File: config.mk
export PLATFORM = sky130hd
export DESIGN_NAME = acc_sequencer
export DESIGN_NICKNAME = d
export VERILOG_FILES = /design/src/rtl/acc_pkg.sv /design/src/rtl/acc_sequencer.sv
export SDC_FILE = /design/constraint.sdc
export NUM_CORES = 1
export LEC_CHECK = 0
export CORE_MARGIN = 3
export CORE_UTILIZATION = 48
export DETAILED_ROUTE_END_ITERATION = 7
export PLACE_DENSITY = 0.8
export SLEW_MARGIN = 30
export SYNTH_ARGS = -nofsm -noshare
export SYNTH_HDL_FRONTEND = slang
export SYNTH_SLANG_ARGS = --single-unit
File: constraint.sdc
create_clock -name clk -period 2.55 [get_ports clk]
set_input_delay 0.51 -clock clk [delete_from_list [all_inputs] [get_ports clk]]
set_output_delay 0.51 -clock clk [all_outputs]
set_load 0.1 [all_outputs]
File: src/rtl/acc_pkg.sv
`default_nettype none
// ============================================================================
//  Module      : acc_pkg
//  Description : Shared opcodes, ALU select codes and FSM states for the
//                accumulator sequencer.
//  Revision    : 1.0 - initial release
// ============================================================================
package acc_pkg;

    typedef enum logic [2:0] {
        OP_NOP = 3'd0,
        OP_CLR = 3'd1,
        OP_ADD = 3'd2,
        OP_SUB = 3'd3,
        OP_LD  = 3'd4,
        OP_MUL = 3'd5
    } op_t;

    localparam logic [1:0] ALU_CLR  = 2'b00;
    localparam logic [1:0] ALU_ADD  = 2'b01;
    localparam logic [1:0] ALU_SUB  = 2'b10;
    localparam logic [1:0] ALU_PASS = 2'b11;

    typedef enum logic [1:0] {
        IDLE    = 2'd0,
        EXEC    = 2'd1,
        MUL_ADD = 2'd2,
        RESP    = 2'd3
    } state_t;

    function automatic logic op_legal(input logic [2:0] op);
        return (op <= OP_MUL);
    endfunction

endpackage
`default_nettype wire

File: src/rtl/acc_sequencer.sv
`default_nettype none
// ============================================================================
//  Module      : acc_sequencer
//  Description : Command-driven accumulator controller sequencing an external
//                combinational ALU, including shift-free multiply by repeated add.
//  Revision    : 1.0 - initial release
// ============================================================================
module acc_sequencer
    import acc_pkg::*;
#(
    parameter int W  = 16,
    parameter int KW = 8
) (
    input  logic         clk,
    input  logic         rst,
    input  logic         cmd_valid,
    output logic         cmd_ready,
    input  logic [2:0]   cmd_op,
    input  logic [W-1:0] cmd_data,
    output logic         rsp_valid,
    input  logic         rsp_ready,
    output logic [W-1:0] rsp_data,
    output logic         rsp_err,
    output logic [W-1:0] alu_a,
    output logic [W-1:0] alu_b,
    output logic [1:0]   alu_sel,
    input  logic [W-1:0] alu_out,
    output logic [W-1:0] acc
);

    state_t         r_state;
    logic [2:0]     r_op;
    logic [W-1:0]   r_data;
    logic [KW-1:0]  r_cnt;
    logic [W-1:0]   r_mcand;
    logic [W-1:0]   r_acc;
    logic           r_rsp_valid;
    logic [W-1:0]   r_rsp_data;
    logic           r_rsp_err;

    // Reset gates ready so nothing is accepted while the block is being cleared.
    assign cmd_ready = (r_state == IDLE) && !rst;
    assign rsp_valid = r_rsp_valid;
    assign rsp_data  = r_rsp_data;
    assign rsp_err   = r_rsp_err;
    assign acc       = r_acc;

    // ALU controls depend only on registered state, never on the cmd_* inputs.
    always_comb begin
        alu_sel = ALU_PASS;
        alu_a   = r_acc;
        alu_b   = '0;
        case (r_state)
            EXEC: begin
                case (r_op)
                    OP_CLR: alu_sel = ALU_CLR;
                    OP_ADD: begin
                        alu_sel = ALU_ADD;
                        alu_b   = r_data;
                    end
                    OP_SUB: begin
                        alu_sel = ALU_SUB;
                        alu_b   = r_data;
                    end
                    OP_LD:  alu_a   = r_data;
                    OP_MUL: alu_sel = ALU_CLR;
                    default: alu_sel = ALU_PASS;
                endcase
            end
            MUL_ADD: begin
                alu_sel = ALU_ADD;
                alu_b   = r_mcand;
            end
            default: alu_sel = ALU_PASS;
        endcase
    end

    always_ff @(posedge clk) begin
        if (rst) begin
            r_state     <= IDLE;
            r_op        <= OP_NOP;
            r_data      <= '0;
            r_cnt       <= '0;
            r_mcand     <= '0;
            r_acc       <= '0;
            r_rsp_valid <= 1'b0;
            r_rsp_data  <= '0;
            r_rsp_err   <= 1'b0;
        end else begin
            case (r_state)
                IDLE: begin
                    if (cmd_valid) begin
                        r_op   <= cmd_op;
                        r_data <= cmd_data;
                        if (cmd_op == OP_MUL) begin
                            r_cnt   <= cmd_data[KW-1:0];
                            r_mcand <= r_acc;
                        end
                        r_state <= EXEC;
                    end
                end
                EXEC: begin
                    r_acc <= alu_out;
                    if ((r_op == OP_MUL) && (r_cnt != '0)) begin
                        r_state <= MUL_ADD;
                    end else begin
                        r_state     <= RESP;
                        r_rsp_valid <= 1'b1;
                        r_rsp_data  <= alu_out;
                        r_rsp_err   <= !op_legal(r_op);
                    end
                end
                MUL_ADD: begin
                    r_acc <= alu_out;
                    r_cnt <= r_cnt - KW'(1);
                    if (r_cnt == KW'(1)) begin
                        r_state     <= RESP;
                        r_rsp_valid <= 1'b1;
                        r_rsp_data  <= alu_out;
                        r_rsp_err   <= 1'b0;
                    end
                end
                RESP: begin
                    if (rsp_ready) begin
                        r_rsp_valid <= 1'b0;
                        r_state     <= IDLE;
                    end
                end
                default: r_state <= IDLE;
            endcase
        end
    end

endmodule
`default_nettype wire

* Yosys cells after proc, flatten, opt, wreduce, memory -nomap -nowiden
Cells that the tools add are included.
** Storage, ports and cells
- Flip-flop bits (word level) :: 79
- Latch bits :: 0
- Bits in writable memories :: 0
- Bits in read-only memories :: 0
- Bits of input ports :: 39
- Word-level logic and storage cells :: 68
- Memories kept :: 0
** Cells by class
- $add $sub $neg :: 1
- $mul :: 0
- Divide/modulo/power cells :: 0
- $lt $le $gt $ge :: 1
- Equal/unequal tests :: 15
- Shifts and indexed selects :: 0
- Multiplexer cells :: 24
- Bitwise gates (word level) :: 0
- Reductions and logical operators :: 18
** Operator list (number)
- $mux 16 :: 5
- $pmux 16 s2 :: 2
- $mux 8 :: 2
- $pmux 8 s2 :: 1
- $reduce_and 3->1 :: 4
- $eq 3x3->1 const B :: 3
- $eq 8x1->1 const B :: 1
- $ne 2x2->1 const B :: 4
- $pmux 2 s4 :: 1
- $reduce_bool 8->1 :: 1
- $sub 8x1->8 const B :: 1
- $eq 3x2->1 const B :: 2
- $mux 1 :: 6
- $mux 2 :: 3
- $pmux 2 s3 :: 1
- $reduce_or 2->1 :: 3
- $eq 2x2->1 const B :: 2
- $pmux 2 s2 :: 1
- $reduce_and 4->1 :: 1
- $reduce_bool 2->1 :: 2
- $eq 3x1->1 const B :: 1
- $le 3x3->1 const B :: 1
- $pmux 1 s3 :: 1
- $reduce_bool 3->1 :: 1
- other kinds (7) :: 9

* Depth between registers and ports, before layout
- Depth in word-level cells :: 4
- Gate-level depth with buffers :: 9
- Gate-level depth less buffers :: 6

* Least setup slack after synthesis
OpenSTA, ideal clock, no wires.
- Path type :: register -> output
- Start :: register r_state[1]
- End :: output port alu_sel[1]
- Data arrival time :: 2872 ps
- Setup slack :: -832 ps
- Cell stages (with the launch flop) :: 5
- Path buffers :: 0
- Cell sequence :: dfxtp_1 > inv_1 > ha_1 > inv_1 > o21ai_0
** Between the ends
- Cells in the longest elaborated chain, start to end :: 2
** Ends and longest elaborated chain
- start: declaration :: RTL line acc_sequencer.sv:31 : state_t r_state;
- start signal: assignment :: RTL line acc_sequencer.sv:80 : r_state <= IDLE;
- start signal: assignment :: RTL line acc_sequencer.sv:99 : r_state <= EXEC;
- start signal: assignment :: RTL line acc_sequencer.sv:105 : r_state <= MUL_ADD;
- $eq 2x2->1 or $eq 2x1->1 (tied branches) :: RTL line acc_sequencer.sv:53 : case (r_state)
- $pmux 2 s2 * :: RTL line acc_sequencer.sv:53
- end: declaration :: RTL line acc_sequencer.sv:26 : output logic [1:0] alu_sel,
Every way passes the cells marked *; elsewhere a longest branch is shown, timed or not.

* Worst setup path after layout
- Start :: register r_state[0]
- End :: output port alu_b[7]
** Between the ends
- Cells in the longest elaborated chain, start to end :: 2
** Ends and longest elaborated chain
- $eq 2x2->1 or $eq 2x1->1 (tied branches) :: RTL line acc_sequencer.sv:53
- $pmux 16 s2 * :: RTL line acc_sequencer.sv:53
- end: declaration :: RTL line acc_sequencer.sv:25 : output logic [W-1:0] alu_b,
Marked as above.

==> impl_metrics.toml <==
[outcome]
status = "finished clean"

[cells_and_area]
antenna_cells = 0
layout_commonest_cell = "nand2_1"
drive_gt1_frac = 0.2890
stdcell_count = 666
area_delta_synth_final_pct = 49.45
nNetsFinal = 606
most-common-layout-cells = "nand2_1, dfxtp_1, a21oi_1"

[critical_path]
required_ns = 2.04
path_max_fanout = 30
critPathLaunchType = "register"
criticalPathCategory = "register to output port"
arrival_ns = 1.96
worstSetupEndpointType = "output port"

[synthesis]
synth_ff_type = "dfxtp_1"
async_flop_share = 0
synth_nets = 503
avgSynthCellArea_um2 = 8.440
synth_cell_types = 47
synthCells = 456
synth_area_leaders = "dfxtp_1, a21oi_1, nand2_1"
syn_area_mm2 = 0.003849
yosys_warnings = 0
synth-seq-cells = 79
synth_top_area_frac = 0.4109
synth_top_cell_by_area = "dfxtp_1"
synth_edf_count = 0
synth_seq_area_share = 0.4109

[pwr]
clockPowerShare = 0.117
leakage_nw = 2.191
switching_share = 0.5511
pwr-share-seq = 0.222
p_sw_mw = 4.602
vdd_ir_drop_max_mv = 1.136
cellPowerDensity_mw_per_mm2 = 1452
pwr-share-comb = 0.661
cell_internal_pwr_mw = 3.748

[sta]
finalHoldViolCount = 0
relSlewSlack = 0.4985
max_freq_mhz = 405.3
setup_viol = 0
fin_skew_ns = 0.01600
tightest_slew_ns = 0.7515
rsz0062_at_grt = "yes"
fin_setup_tns_ns = 0
min_period_over_period = 0.9675
drv_slew = 0
min_period_ns = 2.467

[job]
maxCapViolations = 0

[clock_tree]
clk_latency_ns = 0.36
cts_tree = "yes"
cts_root_buf = "clkbuf_8"
cts_sinks = 79
clk_pin_slew_ns = 0.09
cts-hold-fix-buffers = 0
ctsHtreeMaxLevel = 3
clockBufferDepth = 2
numCtsBuffers = 9

[placed_design]
port_buffers = 107
place.gp.congestion = 0.8300
dp_cells = 642
dp_hpwl_um = 8506

[routing]
vias = 3916
drt_iter0_drc = 275
drtPass1Iterations = 5
wirelength_um = 12590
vias_per_cell = 5.880
wl_per_cell_um = 18.90
drcViolationCount = 0
antenna_left = 0

[hold_path]
hold_path.class = "register to register"

[die]
fp.dieW_um = 95.55
core_area_mm2 = 0.007767
dieHeight_um = 95.55
ios = 108
rows = 32
initial_core_util = 0.4955
dieArea_mm2 = 0.009129

[global_route]
antenna_found_initial = 0
grt_pass1_wl_um = 19090
grt_pass1_vias = 3736
gr-usage-all-layers = 0.2713
grt_max_degree = 57
grt-ovfl-total = 0
-- Yosys cell counts, types with 2 or more instances --
library cell / instances
a211oi_1: 2
a21o_1: 2
a21oi_1: 63
a221oi_1: 2
a22oi_1: 16
a31o_2: 3
a31oi_2: 2
and3_1: 3
buf_1: 3
buf_2: 11
buf_4: 2
clkbuf_1: 19
dfxtp_1: 79
ha_1: 8
inv_1: 12
mux2_2: 18
mux2i_1: 16
nand2_1: 82
nand2b_1: 2
nand4_1: 16
nor2_1: 24
nor2b_1: 19
nor3_1: 2
nor3_2: 2
nor3_4: 2
o21ai_0: 8
o22ai_1: 2
o31ai_1: 16
or3_1: 2
-- worst max-delay path: stages (launching register included) --
cell     delay [ns]
dfxtp_2        0.36
inv_1          0.15
ha_1           0.29
buf_6          0.28
a22oi_1        0.18
nor2b_4        0.16
buf_12         0.18
-- through the flow --
step                      hold slack, ns  power, mW  worst slack, ns  cell area, um^2    util
after detailed placement          0.4491      7.172           0.1206             5383  0.6930
after global placement            0.4438      7.068           0.2657             5380  0.6927
after CTS                         0.4606      8.286         -0.04938             5736  0.7384
after global routing              0.4875      8.661         -0.01058             5752  0.7405
after floorplan                   0.4368      5.705        -0.002707             3975       -
final                             0.4672      8.350          0.08288             5752  0.7405
-- power groups by stage --
stage	logic, mW	clock network [mW]	registers, mW
after global placement	5.23	0	1.84
after detailed placement	5.32	0	1.85
after floorplan	2.59	0	3.11
final	5.52	0.973	1.86
after global routing	5.74	1.04	1.88
after CTS	5.48	0.975	1.83
-- per-layer routing --
metal  up-vias  share of wire  global-route usage
li1       1819              -                   -
met1      1852           0.40              0.3444
met2       210           0.49              0.4430
met3        35          0.080             0.06077
met4         0          0.030              0.1126
met5         -              0                   0
-- final cells by class --
cell class | count | area [um^2]
multi-input cells | 329 | 2265
clock buffers | 9 | 123.9
fillers | 512 | 2016
inverters | 12 | 47.55
clock inverters | 7 | 80.08
flip-flops and latches | 79 | 1585
well taps | 102 | 127.6
repair buffers | 128 | 1523
-- path summary, 6_finish.rpt --
check | from | end | slack [ns] | depth (start not counted)
max | r_state[0]$_SDFFE_PP0P_ | alu_b[7] | 0.08 | 6
min reg2reg | r_mcand[13]$_SDFFE_PP0P_ | r_mcand[13]$_SDFFE_PP0P_ | 0.47 | 2
min | r_mcand[13]$_SDFFE_PP0P_ | r_mcand[13]$_SDFFE_PP0P_ | 0.47 | 2
max reg2reg | r_state[0]$_SDFFE_PP0P_ | r_mcand[12]$_SDFFE_PP0P_ | 0.47 | 6
-- kinds of logic after synthesis --
group,after synthesis,share of synthesized area
and+or+nand+nor,162,0.2058
buffers and inverters,48,0.05429
muxes,34,0.09428
adders and majority gates,8,0.02601
AOI/OAI and AO/OA,125,0.2087
DFF,79,0.4109
-- registers in the layout, summed over array words and instances (netlist names) --
signal     cells
acc           16
r_data        16
r_mcand       16
rsp_data      16
r_cnt          8
r_op           3
r_state        2
rsp_err        1
rsp_valid      1
-- what timing repair did --
item,CTS,global route
setup buffers,5,2
setup endpoints to repair,32,32
resized for setup,24,4
pin swaps,2,1
cloned,1,0
Power figures use the tool's default switching activity.
